### src/rtl/alu_arbiter.sv
// Two-requester arbiter in front of a shared multi-cycle ALU: grant, hold operands, capture, respond.
// Define ALU_ARB_RR_EN for round-robin arbitration; the default build uses fixed priority (requester 0).
module alu_arbiter #(
   parameter int unsigned ALU_LAT = 1
) (
   input  logic        clk,
   input  logic        rst_n,

   input  logic        req0_valid,
   output logic        req0_ready,
   input  logic [7:0]  req0_a,
   input  logic [7:0]  req0_b,
   input  logic [3:0]  req0_cmd,

   input  logic        req1_valid,
   output logic        req1_ready,
   input  logic [7:0]  req1_a,
   input  logic [7:0]  req1_b,
   input  logic [3:0]  req1_cmd,

   output logic [7:0]  alu_a_in,
   output logic [7:0]  alu_b_in,
   output logic [3:0]  alu_command_in,
   output logic        alu_oe,
   input  logic [15:0] alu_d_out,

   output logic        resp_valid,
   input  logic        resp_ready,
   output logic        resp_id,
   output logic [15:0] resp_data,
   output logic [15:0] ops_done
);

   localparam logic [1:0] IDLE = 2'd0;
   localparam logic [1:0] EXEC = 2'd1;
   localparam logic [1:0] RESP = 2'd2;

   localparam logic [3:0] LAT_M1 = 4'(ALU_LAT - 1);

   logic [1:0]  state_q, state_d;
   logic [3:0]  cnt_q, cnt_d;
   logic [15:0] ops_done_q;
   logic        gnt;
   logic        accept;
   logic        resp_fire;

`ifdef ALU_ARB_RR_EN
   logic last_q;

   // On contention favour the requester that did not win last time.
   always_comb begin
      if (req0_valid && req1_valid) begin
         gnt = ~last_q;
      end else begin
         gnt = ~req0_valid;
      end
   end

   always_ff @(posedge clk or negedge rst_n) begin
      if (!rst_n) begin
         last_q <= 1'b1;
      end else if (accept) begin
         last_q <= gnt;
      end
   end
`else
   assign gnt = ~req0_valid;
`endif

   // Gated by rst_n so no ready leaks out while reset is held.
   assign accept     = rst_n && (state_q == IDLE) && (req0_valid || req1_valid);
   assign req0_ready = accept && !gnt;
   assign req1_ready = accept && gnt;

   assign alu_oe     = (state_q == EXEC);
   assign resp_valid = (state_q == RESP);
   assign resp_fire  = resp_valid && resp_ready;
   assign ops_done   = ops_done_q;

   always_comb begin
      state_d = state_q;
      cnt_d   = cnt_q;
      case (state_q)
         IDLE: begin
            if (accept) begin
               state_d = EXEC;
               cnt_d   = LAT_M1;
            end
         end
         EXEC: begin
            if (cnt_q == 4'd0) begin
               state_d = RESP;
            end else begin
               cnt_d = cnt_q - 4'd1;
            end
         end
         RESP: begin
            if (resp_ready) begin
               state_d = IDLE;
            end
         end
         default: state_d = IDLE;
      endcase
   end

   always_ff @(posedge clk or negedge rst_n) begin
      if (!rst_n) begin
         state_q <= IDLE;
         cnt_q   <= 4'd0;
      end else begin
         state_q <= state_d;
         cnt_q   <= cnt_d;
      end
   end

   // Operands are latched on acceptance and stay put until the next acceptance.
   always_ff @(posedge clk or negedge rst_n) begin
      if (!rst_n) begin
         alu_a_in       <= 8'd0;
         alu_b_in       <= 8'd0;
         alu_command_in <= 4'd0;
         resp_id        <= 1'b0;
      end else if (accept) begin
         alu_a_in       <= gnt ? req1_a   : req0_a;
         alu_b_in       <= gnt ? req1_b   : req0_b;
         alu_command_in <= gnt ? req1_cmd : req0_cmd;
         resp_id        <= gnt;
      end
   end

   always_ff @(posedge clk or negedge rst_n) begin
      if (!rst_n) begin
         resp_data <= 16'd0;
      end else if ((state_q == EXEC) && (cnt_q == 4'd0)) begin
         resp_data <= alu_d_out;
      end
   end

   always_ff @(posedge clk or negedge rst_n) begin
      if (!rst_n) begin
         ops_done_q <= 16'd0;
      end else if (resp_fire) begin
         ops_done_q <= ops_done_q + 16'd1;
      end
   end

endmodule

### config.mk
export PLATFORM = sky130hd
export DESIGN_NAME = alu_arbiter
export DESIGN_NICKNAME = d
export VERILOG_FILES = /design/src/rtl/alu_arbiter.sv
export SDC_FILE = /design/constraint.sdc
export NUM_CORES = 1
export LEC_CHECK = 0
export ABC_AREA = 0
export CAP_MARGIN = 20
export CELL_PAD_IN_SITES_DETAIL_PLACEMENT = 0
export CELL_PAD_IN_SITES_GLOBAL_PLACEMENT = 1
export CORE_ASPECT_RATIO = 0.75
export CORE_MARGIN = 5
export CORE_UTILIZATION = 31
export DETAILED_ROUTE_END_ITERATION = 10
export MAX_ROUTING_LAYER = met4
export PLACE_DENSITY = 0.91
export SYNTH_ARGS = -nofsm -noshare
export SYNTH_HDL_FRONTEND = slang
export SYNTH_SLANG_ARGS = --single-unit
### constraint.sdc
create_clock -name clk -period 2.1 [get_ports clk]
set_input_delay 0.315 -clock clk [delete_from_list [all_inputs] [get_ports clk]]
set_output_delay 0.315 -clock clk [all_outputs]
set_load 0.005 [all_outputs]
==> metrics.md, run 1 <==
| Metric | Value |
|---|---|
| Wire length of the first global-routing pass | `10600 µm` |
| Synthesized area per cell | `12.1 µm²` |
| Max-slew violation count | `0` |
| CTS clk-pin slew, worst paths | `50 ps` |
| Inserted Clock Buffers | `9` |
| Endpoints failing setup | `0` |
| Site row count | `29` |
| Worst Reg-to-Reg Cells | `6` |
| Top cells by area in the synthesized netlist | `dfrtp_1, mux2i_1, mux2_4, o21ai_0, xnor2_1` |
| Internal power of the cells | `3790 µW` |
| Path class of the lowest-slack min-delay path | `in -> async` |
| Clock tree from TritonCTS | `yes` |
| Post-synthesis sequential element count | `59` |
| Most repeated cell in the gate-level netlist after synthesis | `dfrtp_1` |
| GRT met1 Usage | `0.175` |
| Cell Area, Synth | `2620 µm²` |
| Leak pwr | `0.00189 µW` |
| Count of maximum capacitance violations | `0` |
| Worst slew margin | `0.532` |
| Min Clock Period, post-route | `2010 ps` |
| Post-synthesis sequential area ratio | `0.563` |
| Core area | `around 8300 µm²` |
| Remaining Overflow, GRT | `0` |
| Top FF cell, synth | `dfrtp_1` |
| Largest clock skew in the final design | `between 9 and 10 ps` |
| Post-route fraction of the period consumed by the critical path | `0.956` |
| Via total after detailed routing | `2071` |
| Final GP Congestion | `0.727` |
| Max stage delay cell, worst path | `clkdlybuf4s50_1` |
| GRT Resource Usage Total | `0.136` |
| FFs w/ async S/R, synth | `1.00` |
| Die Height | `89.7 µm` |
| Run status | `finished clean` |
| Area of the die | `10400 µm²` |
| Post-Synthesis Net Count | `280` |
| Setup slack after placement | `roughly 160 ps` |
| Largest stage delay on the critical path | `530 ps` |
| Count of nets left with antenna violations after detail routing | `0` |
| Worst Path Class, Setup | `reg -> out` |
| Most instantiated cells after synthesis | `dfrtp_1, nand2_1, o21ai_0` |
| Area grow syn2layout | `61.4%` |
| Worst-Skew Late Latency | `320 ps` |
| 1st-pass router iterations | `4` |
| R2R Path Start | `cnt_q[0]` |
| Worst Tran Pin Value | `~700 ps` |
| Synthesized netlist cell count | `216` |
| Sw frac | `0.286` |
| Vias/cell | `4.55` |
| Setup slack, reg-to-reg | `460 ps` |
| Data required time of the worst path | `1780 ps` |
| Total power density per cell area | `1260 nW/µm²` |
| Fraction of power consumed by the clock network | `0.267` |
| FILL cells | `770` |
| Starting utilization of the core area | `0.314` |
| Initial antenna violation count | `0` |
| Count of unique library cells instantiated by Yosys | `32` |
| Level count of the clock H-tree | `3` |
| Worst IR drop on VDD | `~0.00064 V` |
| Met3 GRT Util | `0.0455` |
| Final Hold Violating Endpoints | `0` |
| Smallest setup slack after layout | `93.2 ps` |
| EDFF count, synth | `0` |
| Horizontal die dimension | `116 µm` |
| Num Clock Sinks | `59` |
| Wirelength, routed | `approximately 6500 µm` |
| Synth Warn # | `0` |
| Unrepaired setup endpoints after global routing | `false` |
| Number of remaining DRC errors | `0` |
| Category of the worst setup path capture point | `output port` |
| Clk buf depth | `2` |
| Combinational power share | `0.385` |
| Switching power total | `1520 µW` |
| Arrival time at the worst endpoint | `1690 ps` |
| Critical path peak fanout | `4` |
| Fraction of final layout cells sized beyond drive strength 1 | `0.141` |
| Vias in the first global route | `2153` |
| Largest net degree at the start of global routing | `57` |
| Boundary Pins | `118` |
| Final net count | `406` |
| Number of buffers inserted by port buffering | `117` |
| Global Route met2 Usage | `0.208` |
| Layer carrying the most global-route usage | `met2` |
| Area share of the largest cell type after synthesis | `0.563` |
| Element type at the critical path start | `flop` |
| Series of cell instances along the critical path | `nor2_4 > o211ai_2 > nor2_1 > clkdlybuf4s50_1` |
| FF-to-FF End | `cnt_q[1]` |
| Final total negative setup slack | `0 ps` |
| Sequential share of power | `0.347` |
| Half-perimeter wire length after detailed placement | `4870 µm` |
| Yosys top cell by area | `dfrtp_1` |
| Final core utilization | `0.507` |
| Violation count after the first detailed-routing iteration | `68` |
| Timing-limited maximum frequency | `498 MHz` |
| Antenna diodes | `0` |
| Final routed wire length divided by cell count | `14.4 µm` |
| Clock tree root buffer cell | `clkbuf_16` |
## cells by family after synthesis
logic type / Yosys count / share of synthesized area
AND/OR/NAND/NOR: 61 / 0.123
flip-flops: 59 / 0.563
multiplexers: 37 / 0.162
AO/OA/AOI/OAI: 26 / 0.0553
XOR/XNOR: 17 / 0.0568
buffers and inverters: 13 / 0.0258
adder cells (fa/ha/maj): 3 / 0.0143
## layer usage
metal,vias to the layer above,wire [µm]
met4,0,39
met2,69,3020
met5,-,0
met3,6,441
li1,1008,-
met1,988,3050
## what timing repair did
action                     in CTS  in global routing
hold endpoints to repair        3                  0
hold buffers                    1                  0
cloned                          0                  0
resized for setup               1                  1
setup endpoints to repair       1                  1
setup buffers                   0                  0
## worst max-delay path by stage
| stage | endpoint | slack, ps | from | cells past startpoint |
|---|---|---|---|---|
| 2_1_floorplan | cnt_q[1] | 560 | cnt_q[0] | 6 |
| 3_3_place_gp | req0_ready | 170 | req0_valid | 4 |
| 3_5_place_dp | req0_ready | 160 | req0_valid | 4 |
| 4_1_cts | req1_ready | 60 | state_q[1] | 4 |
| 5_1_grt | req1_ready | 20 | state_q[1] | 4 |
| 6_report | req1_ready | 90 | state_q[1] | 4 |
## state kept, by name, indices dropped and copies added, names as in the netlist
| signal | cells |
|---|---|
| alu_a_in | 8 |
| alu_b_in | 8 |
| alu_command_in | 4 |
| cnt_q | 4 |
| ops_done | 16 |
| resp_data | 16 |
| resp_id | 1 |
| state_q | 2 |
## final cells by class
class | count | area, µm² | share of cell area
clock buffers | 9 | 225 | 0.0532
flip-flops and latches | 59 | 1480 | 0.349
inverters | 3 | 11.3 | 0.00266
multi-input cells | 144 | 1090 | 0.257
well taps | 108 | 135 | 0.0319
repair buffers | 125 | 1230 | 0.290
clock inverters | 7 | 68.8 | 0.0163
## stage by stage
step	std cells	hold slack [ps]	total power (µW)	cell area (µm²)
after floorplan	216	19.4	2780	2620
after global placement	438	162	3870	3920
after detailed placement	438	167	3930	3920
after CTS	455	271	5410	4230
after global routing	455	312	5700	4230
final	455	242	5320	4230
## layout by cell type, fill, tap and decap left out, types with 3 or more instances in the layout
cell             synthesis  final
xor2_1                   5      5
nor2_1                   6      5
ha_1                     3      3
clkdlybuf4s50_1          0    116
nand2_1                 26     26
mux2i_1                 20     20
nand4_1                  5      5
clkbuf_16                0      9
dfrtp_1                 59     59
o21ai_0                 22     22
nand3_1                  8      8
clkinv_2                 0      3
buf_4                    1      7
mux2_2                   8      8
and3_1                   5      5
mux2_4                   9      9
xnor2_1                 12     12
## power by group through the flow
stage	registers [µW]	clock network, µW	logic, µW
after global routing	1920	1520	2260
after floorplan	1860	0	911
after global placement	1830	0	2040
after CTS	1850	1470	2100
final	1850	1420	2050
after detailed placement	1860	0	2070
## worst max-delay path, delay by kind of cell (launching register included)
| family | cells | cell delay (ps) |
|---|---|---|
| flops | 1 | 430 |
| buf+inv | 1 | 530 |
| compound gates | 1 | 110 |
| simple gates | 2 | 300 |
No activity file was read; power rests on OpenSTA's default activity.
==> run 2: changes to the inputs <==
--- a/config.mk
+++ b/config.mk
@@ -12,6 +12,7 @@
 export CORE_ASPECT_RATIO = 0.75
 export CORE_MARGIN = 5
 export CORE_UTILIZATION = 31
+export CTS_CLUSTER_SIZE = 20
 export DETAILED_ROUTE_END_ITERATION = 10
 export MAX_ROUTING_LAYER = met4
 export PLACE_DENSITY = 0.91
==> results of run 2 <==
The final DEF is identical to that of run 1; final timing and power are the same.
==> RTL edit (settings of run 1) <==
Build with the macro `ALU_ARB_RR_EN` defined.
--- a/src/rtl/alu_arbiter.sv
+++ b/src/rtl/alu_arbiter.sv
@@ -1,5 +1,7 @@
 // Two-requester arbiter in front of a shared multi-cycle ALU: grant, hold operands, capture, respond.
 // Define ALU_ARB_RR_EN for round-robin arbitration; the default build uses fixed priority (requester 0).
+`define ALU_ARB_RR_EN
+
 module alu_arbiter #(
    parameter int unsigned ALU_LAT = 1
 ) (
Formal check against the unedited RTL: not equivalent (Yosys sat finds a counterexample within 4 cycles, from zero or initial values and one cycle with rst_n low).
==> RTL edit against run 1 <==
Setup slack better by 13 ps. Routed wire length is 2.8% higher. Synthesized area is 2.7% lower. Utilization is 0.96 points higher. Global-route usage is 0.058 points higher. Total power is 3.5% lower. Hold slack worse by 56 ps. Design area is 2.9% lower. Sequential cell count is 1 higher. Critical path type unchanged. Critical endpoint is now alu_oe. Largest cell class unchanged. Highest routed layer unchanged.
==> RTL edit: results (changes against run 1) <==
Root Buffer -> clkbuf_8
met2 WL -> 3200 µm (+5.9%)
Worst VDD drop -> 0.000527 V (-18%)
Clock power frac -> 0.222 (-0.045)
drt pass-1 iters -> 6 (+2)
layout cells sized above 1 -> 0.134 (-0.00728)
Vias/cell -> 4.77 (+4.8%)
worst reg2reg endpoint -> ops_done[13]
met2 usage -> 0.205 (-0.00339)
routability congestion estimate -> 0.833 (+15%)
clk slew on worst S/H paths -> 70 ps (+20 ps)
met1 Use GR -> 0.178 (+0.00261)
vias in the first global route -> 2,181 (+1.3%)
Worst-Margin Slew -> 731 ps (+28.9 ps)
clk_skew -> 9.13 ps (-0.245 ps)
r2r startpoint -> state_q[0]
internal power -> 3.61 mW (-5.0%)
fillers -> 724 (-6.0%)
DRT iter0 DRCs -> 198 (+190%)
combinational power -> 2.11 mW (+3%)
met1 wire length -> 2980 µm (-2.2%)
outcome -> completed
wire length on met3 -> 542 µm (+23%)
period utilization -> 0.949 (-0.00626)
critical path peak fanout -> 6 (+2)
Worst setup endpoint -> alu_oe
first-pass GRT wire length -> 10,800 µm (+1.0%)
-- RTL edit: per-stage QoR --
step           cells  cell area (µm²)
2_1_floorplan    201             2550
3_3_place_gp     421             3830
3_5_place_dp     421             3830
4_1_cts          440             4100
5_1_grt          441             4110
6_report         441             4110
-- RTL edit: cell type report --
| class | instances | area, µm² | area share |
|---|---|---|---|
| inverters | 23 | 86.3 | 0.0210 |
| flip-flops and latches | 60 | 1500 | 0.366 |
| repair buffers | 128 | 1250 | 0.304 |
| multi-input cells | 109 | 912 | 0.222 |
| clock inverters | 7 | 101 | 0.0247 |
| clock buffers | 9 | 124 | 0.0301 |
| well taps | 105 | 131 | 0.0320 |
-- RTL edit: cell families (layout without fill, tap and decap cells) --
family,count (synthesis),count (layout),share of synthesized area
simple gates,47,47,0.114
xor+xnor,17,17,0.0583
fa+ha+maj,3,3,0.0147
mux,17,17,0.0750
compound gates,25,25,0.0892
flops,60,60,0.589
buf+inv,32,167,0.0603
